===== config.mk =====
export PLATFORM = sky130hd
export DESIGN_NAME = lsu_mem_port
export DESIGN_NICKNAME = d
export VERILOG_FILES = /design/src/rtl/lsu_mem_port.sv
export SDC_FILE = /design/constraint.sdc
export NUM_CORES = 1
export LEC_CHECK = 0
export CORE_MARGIN = 5
export CORE_UTILIZATION = 42
export DETAILED_ROUTE_END_ITERATION = 12
export PLACE_DENSITY = 0.78
export SETUP_SLACK_MARGIN = 0.4
export SLEW_MARGIN = 15
export SYNTH_ARGS = -nofsm -noshare
export SYNTH_HDL_FRONTEND = slang
export SYNTH_SLANG_ARGS = --single-unit

===== constraint.sdc =====
create_clock -name clk -period 2.01 [get_ports clk]
set_clock_uncertainty 0.15 [all_clocks]
set_input_delay 0.201 -clock clk [delete_from_list [all_inputs] [get_ports clk]]
set_output_delay 0.201 -clock clk [all_outputs]
set_load 0.02 [all_outputs]

===== src/rtl/lsu_mem_port.sv =====
// Load/store unit driving a single-cycle word memory port.
// Sub-word stores use read-modify-write; loads are sign/zero-extended per lane.
module lsu_mem_port #(
  parameter int MEM_WORDS = 64
) (
  input  logic        clk,
  input  logic        reset_n,
  input  logic        req_valid,
  output logic        req_ready,
  input  logic        req_write,
  input  logic [1:0]  req_size,
  input  logic        req_unsigned,
  input  logic [31:0] req_addr,
  input  logic [31:0] req_wdata,
  output logic        resp_valid,
  output logic [31:0] resp_rdata,
  output logic        resp_error,
  output logic        mem_write_en,
  output logic [31:0] mem_addr,
  output logic [31:0] mem_write_data,
  input  logic [31:0] mem_read_data
);

  typedef enum logic [1:0] {IDLE, ACCESS, WRITE, RESP} state_t;

  state_t      state_q, state_d;
  logic        write_q, write_d;
  logic [1:0]  size_q, size_d;
  logic        unsigned_q, unsigned_d;
  logic [31:0] addr_q, addr_d;
  logic [31:0] wbuf_q, wbuf_d;
  logic [31:0] rdata_q, rdata_d;
  logic        error_q, error_d;
  logic        req_err;

  function automatic logic [31:0] load_extend(input logic [31:0] word,
                                              input logic [1:0]  size,
                                              input logic [1:0]  a,
                                              input logic        uns);
    logic [7:0]  b;
    logic [15:0] h;
    b = 8'(word >> {a, 3'b000});
    h = 16'(word >> {a[1], 4'b0000});
    case (size)
      2'b00:   load_extend = uns ? {24'h0, b} : {{24{b[7]}}, b};
      2'b01:   load_extend = uns ? {16'h0, h} : {{16{h[15]}}, h};
      default: load_extend = word;
    endcase
  endfunction

  function automatic logic [31:0] merge_lane(input logic [31:0] word,
                                             input logic [31:0] wd,
                                             input logic [1:0]  size,
                                             input logic [1:0]  a);
    logic [4:0]  sh;
    logic [31:0] m;
    sh = (size == 2'b00) ? {a, 3'b000} : {a[1], 4'b0000};
    m  = ((size == 2'b00) ? 32'h0000_00FF : 32'h0000_FFFF) << sh;
    merge_lane = (word & ~m) | ((wd << sh) & m);
  endfunction

  // Rejected before any memory traffic: reserved size, misalignment, out of range
  always_comb begin
    req_err = 1'b0;
    if (req_size == 2'b11) req_err = 1'b1;
    if (req_size == 2'b01 && req_addr[0]) req_err = 1'b1;
    if (req_size == 2'b10 && req_addr[1:0] != 2'b00) req_err = 1'b1;
    if (req_addr[31:2] >= 30'(MEM_WORDS)) req_err = 1'b1;
  end

  always_comb begin
    state_d    = state_q;
    write_d    = write_q;
    size_d     = size_q;
    unsigned_d = unsigned_q;
    addr_d     = addr_q;
    wbuf_d     = wbuf_q;
    rdata_d    = rdata_q;
    error_d    = error_q;
    case (state_q)
      IDLE: begin
        if (req_valid) begin
          write_d    = req_write;
          size_d     = req_size;
          unsigned_d = req_unsigned;
          addr_d     = req_addr;
          if (req_err) begin
            rdata_d = 32'h0;
            error_d = 1'b1;
            state_d = RESP;
          end else if (req_write && req_size == 2'b10) begin
            wbuf_d  = req_wdata;
            state_d = WRITE;
          end else begin
            if (req_write) wbuf_d = req_wdata;
            state_d = ACCESS;
          end
        end
      end
      ACCESS: begin
        if (write_q) begin
          wbuf_d  = merge_lane(mem_read_data, wbuf_q, size_q, addr_q[1:0]);
          state_d = WRITE;
        end else begin
          rdata_d = load_extend(mem_read_data, size_q, addr_q[1:0], unsigned_q);
          error_d = 1'b0;
          state_d = RESP;
        end
      end
      WRITE: begin
        rdata_d = 32'h0;
        error_d = 1'b0;
        state_d = RESP;
      end
      default: state_d = IDLE;
    endcase
  end

  always_ff @(posedge clk or negedge reset_n) begin
    if (!reset_n) begin
      state_q    <= IDLE;
      write_q    <= 1'b0;
      size_q     <= 2'b00;
      unsigned_q <= 1'b0;
      addr_q     <= 32'h0;
      wbuf_q     <= 32'h0;
      rdata_q    <= 32'h0;
      error_q    <= 1'b0;
    end else begin
      state_q    <= state_d;
      write_q    <= write_d;
      size_q     <= size_d;
      unsigned_q <= unsigned_d;
      addr_q     <= addr_d;
      wbuf_q     <= wbuf_d;
      rdata_q    <= rdata_d;
      error_q    <= error_d;
    end
  end

  assign req_ready      = (state_q == IDLE);
  assign resp_valid     = (state_q == RESP);
  assign mem_write_en   = (state_q == WRITE);
  assign mem_addr       = {addr_q[31:2], 2'b00};
  assign mem_write_data = wbuf_q;
  assign resp_rdata     = rdata_q;
  assign resp_error     = error_q;

endmodule


Word-level counts from Yosys, hierarchy flattened --
Index checks and enable logic that the tools add are counted.
Storage, ports and cells: bits of input ports 103, bits in registers 103, output and inout bits 100, logic and storage cells 69
Cells by class: equal/unequal tests 13, $lt $le $gt $ge 1, shift-type cells 4, reductions and logical operators 11, mux-type cells 28, bitwise operators 4
Operators with widths (number):
- $mux 32 | 10
- $pmux 32 s2 | 2
- $pmux 32 s3 | 1
- $and 32x32->32 | 2
- $not 32->32 | 1
- $or 32x32->32 | 1
- $shl 16x5->32 | 1
- $shl 32x5->32 | 1
- $shr 32x5->16 | 1
- $shr 32x5->8 | 1
- $ge 30x7->1 const B | 1
- $mux 16 | 1
- $eq 2x2->1 const B | 4
- $mux 1 | 8
- $ne 2x2->1 const B | 4
- $eq 2x1->1 const B | 3
- $mux 2 | 3
- $pmux 2 s3 | 1
- $reduce_and 5->1 | 1
- $logic_not 2->1 | 2
- $mux 4 | 1
- $reduce_and 4->1 | 1
- $reduce_bool 2->1 | 2
- $logic_and 1x1->1 | 3
- 5 further kinds | 5

Logic depth before layout (Yosys ltp) --
word-level depth 8, depth in mapped cells 10, depth with buffers taken out 7

Least setup slack after synthesis --
Ideal clock, no wire load.
path kind register to register, start reg state_q[0], end reg with a tool-made name, slack -0.177 ns, cell stages (with the launch flop) 7, clock period less this slack 2.187 ns, library setup time 0.127 ns, data arrival time 1.909 ns, buffers on the path 1, required time 1.733 ns, cells stage by stage dfrtp_1 > inv_1 > ha_1 > nand4_1 > o31ai_4 > buf_6 > mux2_1
RTL lines:
- start: declaration | line 26 | state_t state_q, state_d;
- start signal: assignment | line 130 | state_q <= state_d;

Worst setup path in the final report --
start reg state_q[0], end reg wbuf_q[6], in the netlist mem_write_data[6]
On the way: word-level cells in the longest chain between the ends 3, elaborated cells on any way between the ends 9, classes of those cells eq/ne (5); mux (1); reduce/logical (3)
RTL lines:
- $eq 2x1->1 or $logic_not 2->1 (tied branches) | line 80 | case (state_q)
- $ne 2x2->1 (no source line), or another cell as far along
- $reduce_and 5->1 (no source line)
- end signal: assignment | line 135 | wbuf_q <= wbuf_d;
- end: declaration | line 31 | logic [31:0] wbuf_q, wbuf_d;
Several ways; a longest one is shown, not always the timed one. A chain may end at the register's enable or synchronous reset.

==> flow_summary.ini <==
[synthesis]
async_flop_share = 1.00
synth_common_cells = dfrtp_1, mux2i_1, nor2_1
yosysMostFrequentCell = dfrtp_1
synth_area_leaders = dfrtp_1, mux2i_1, mux2_2, buf_4, o21ai_0
synth_top_area_share = 0.440
synth_cells = 559
synth.largest_area_cell = dfrtp_1
synth_edf_count = 0
ys_warn_count = 0
seq_area_frac_synth = 0.440
synth_cell_types = 45
syn_area_um2 = 5860
ys.flop_type = dfrtp_1
synth.avg_cell_area_um2 = 10.5
synth-seq-cells = 103

[global_routing]
grt_pass1_vias = 5296
grt-ovfl-total = 0
grt_pass1_wl_um = 29000
grt_usage = 0.225
grt_max_degree = 59
antenna_found_initial = 0

[route]
drt_wl_total_um = 21800
drc = 0
viasPerCell = 5.73
drt_iter0_drc = 388
dr_total_vias = 5509
wl_per_cell_um = 22.6
drt_pass1_iterations = 5
final_antenna_net_count = 0

[die]
die_h_um = 128
die_area_um2 = 16400
pin_count = 203
core_um2 = 13800
start_util = 0.426
die_x_um = 128
rows = 43

[pwr]
total_power_mw = 15.6
vdd_drop_max_mv = 0.810
power.leakage_nw = 5.14
powerDensity_nw_per_um2 = 1620

[sta]
setup_violations = 1
max_freq_mhz = 492
fin_crit_sh = 1.01
final-hold-violation-count = 2
postLayoutSetupSlackWorst_ns = -0.0209
whs_ns = -0.00195
relSlewSlack = 0.636
worst_slew_pin_slew_ns = 0.545
slew_viol_final = 0
fin_crit_ns = 2.03
rsz0062_at_grt = true

[clock_network]
cts_max_path_buffers = 2
cts_buffers = 9
clock_latency_ns = 0.34
htreeDepth = 3
root_buffer = clkbuf_16
clock-sinks = 103
clk_pin_slew_ns = 0.07
cts_tree = yes

[final_layout]
area_delta_synth_final_pct = 64.4
antenna_cells = 0
final_cells = 962
drive_above_1_share = 0.331
finalNetCount = 885
final_cell_area_um2 = 9640

[worst_setup_path]
critPathArrivalTime_ns = 2.14
path_max_fanout = 8
worstSetupPathType = reg -> reg
critPathLaunchType = register
cp-end-kind = register
worstPathRequired_ns = 2.12

[placed_design]
gp_congestion = 0.929
hpwl_um = 14200
io_buffers = 200
dpl-instance-area_um2 = 8230
dp_cells = 916

[status]
status = finished with violations
violations = negative hold slack, negative setup slack

[run]
maxCapViolCount = 0

[worst_hold_path]
worstHoldPathType = in -> reg
-- metrics by stage --
stage | TNS, ns | utilization | setup WS [ns]
after detailed placement | -24.80 | 0.598 | -0.433
after CTS | 0 | 0.632 | 0.0158
final | -0.0209 | 0.700 | -0.0209
after floorplan | -2.06 | - | -0.143
after global placement | -21.97 | 0.598 | -0.356
after global routing | -1.06 | 0.700 | -0.0944
-- kinds of logic (layout without fill, tap and decap cells) --
kind of cell,after synthesis,count (layout),synth area share
adders and majority gates,4,4,0.00853
AOI/OAI and AO/OA,142,142,0.178
and+or+nand+nor,133,133,0.122
DFF,103,103,0.440
buffers and inverters,84,306,0.0841
other,1,2,0.000639
muxes,92,92,0.167
-- critical path, stage by stage, from the launching register on --
cell	delay (ns)
dfrtp_2	0.45
ha_4	0.19
nand2b_4	0.06
nand4_1	0.15
o31ai_4	0.34
buf_6	0.18
clkbuf_16	0.15
nor2_1	0.06
a211oi_2	0.21
-- cell type report --
type	instances	area, µm²
Fill cell	975	4130
Tap cell	180	225
Clock buffer	13	260
Timing Repair Buffer	277	3170
Sequential cell	103	2580
Inverter	14	52.6
Clock inverter	2	16.3
Multi-Input combinational cell	373	3330
-- routing by layer --
| layer | track usage | share of wire |
|---|---|---|
| met3 | 0.0400 | 0.063 |
| met5 | 0 | 0 |
| met4 | 0.109 | 0.046 |
| met1 | 0.287 | 0.39 |
| met2 | 0.368 | 0.50 |
-- layout by cell type, fill, tap and decap left out, types with 3 or more instances in the layout --
| cell | instances |
|---|---|
| nand2b_1 | 23 |
| clkbuf_16 | 16 |
| o31ai_4 | 10 |
| a31o_4 | 5 |
| nand2_2 | 4 |
| dlymetal6s2s_1 | 106 |
| inv_1 | 12 |
| a31o_2 | 3 |
| nor2_1 | 34 |
| clkdlybuf4s50_1 | 76 |
| dfrtp_1 | 99 |
| buf_4 | 39 |
| nor3b_2 | 8 |
| mux2_4 | 9 |
| clkbuf_2 | 11 |
| o21ai_2 | 3 |
| a22oi_1 | 3 |
| o21ai_1 | 6 |
| mux2_2 | 37 |
| mux2i_1 | 45 |
| nand2_1 | 29 |
| nor2_2 | 5 |
| a211oi_2 | 8 |
| o21ai_0 | 31 |
| a21oi_2 | 19 |
| buf_16 | 4 |
| a21oi_1 | 15 |
| ha_4 | 4 |
| o31ai_1 | 3 |
| nor4_2 | 4 |
| a22o_1 | 17 |
| dfrtp_2 | 4 |
| buf_12 | 10 |
| dlygate4sd3_1 | 5 |
| buf_6 | 13 |
| a22oi_2 | 5 |
| nand2_4 | 5 |
| o31ai_2 | 5 |
-- timing repair --
action	CTS	global route
resized for setup	51	210
hold buffers	1	4
cloned	2	11
setup buffers	6	7
hold endpoints to repair	30	4
pin swaps	13	29
endpoints found under the setup margin	201	199
-- final timing paths --
path                            cells past startpoint                       endpoint                       from  slack [ns]
worst max-delay path                                8  mem_write_data[6]$_DFFE_PN0P_     state_q[0]$_DFFE_PN0N_       -0.02
worst min-delay path                                2         addr_q[15]$_DFFE_PN0P_               req_addr[15]      -0.002
worst max register to register                      8  mem_write_data[6]$_DFFE_PN0P_     state_q[0]$_DFFE_PN0N_       -0.02
worst min register to register                      2      resp_rdata[7]$_DFFE_PN0P_  resp_rdata[7]$_DFFE_PN0P_        0.33
max in group asynchronous                           3      resp_rdata[7]$_DFFE_PN0P_                    reset_n        0.91
min in group asynchronous                           2                      async pin                    reset_n        0.19
-- report_power, final --
group / total [mW] / switching (mW) / internal, mW
logic: 10.2 / 5.26 / 4.93
registers: 3.75 / 0.767 / 2.98
clock network: 1.67 / 0.769 / 0.906
Power figures use the tool's default switching activity.
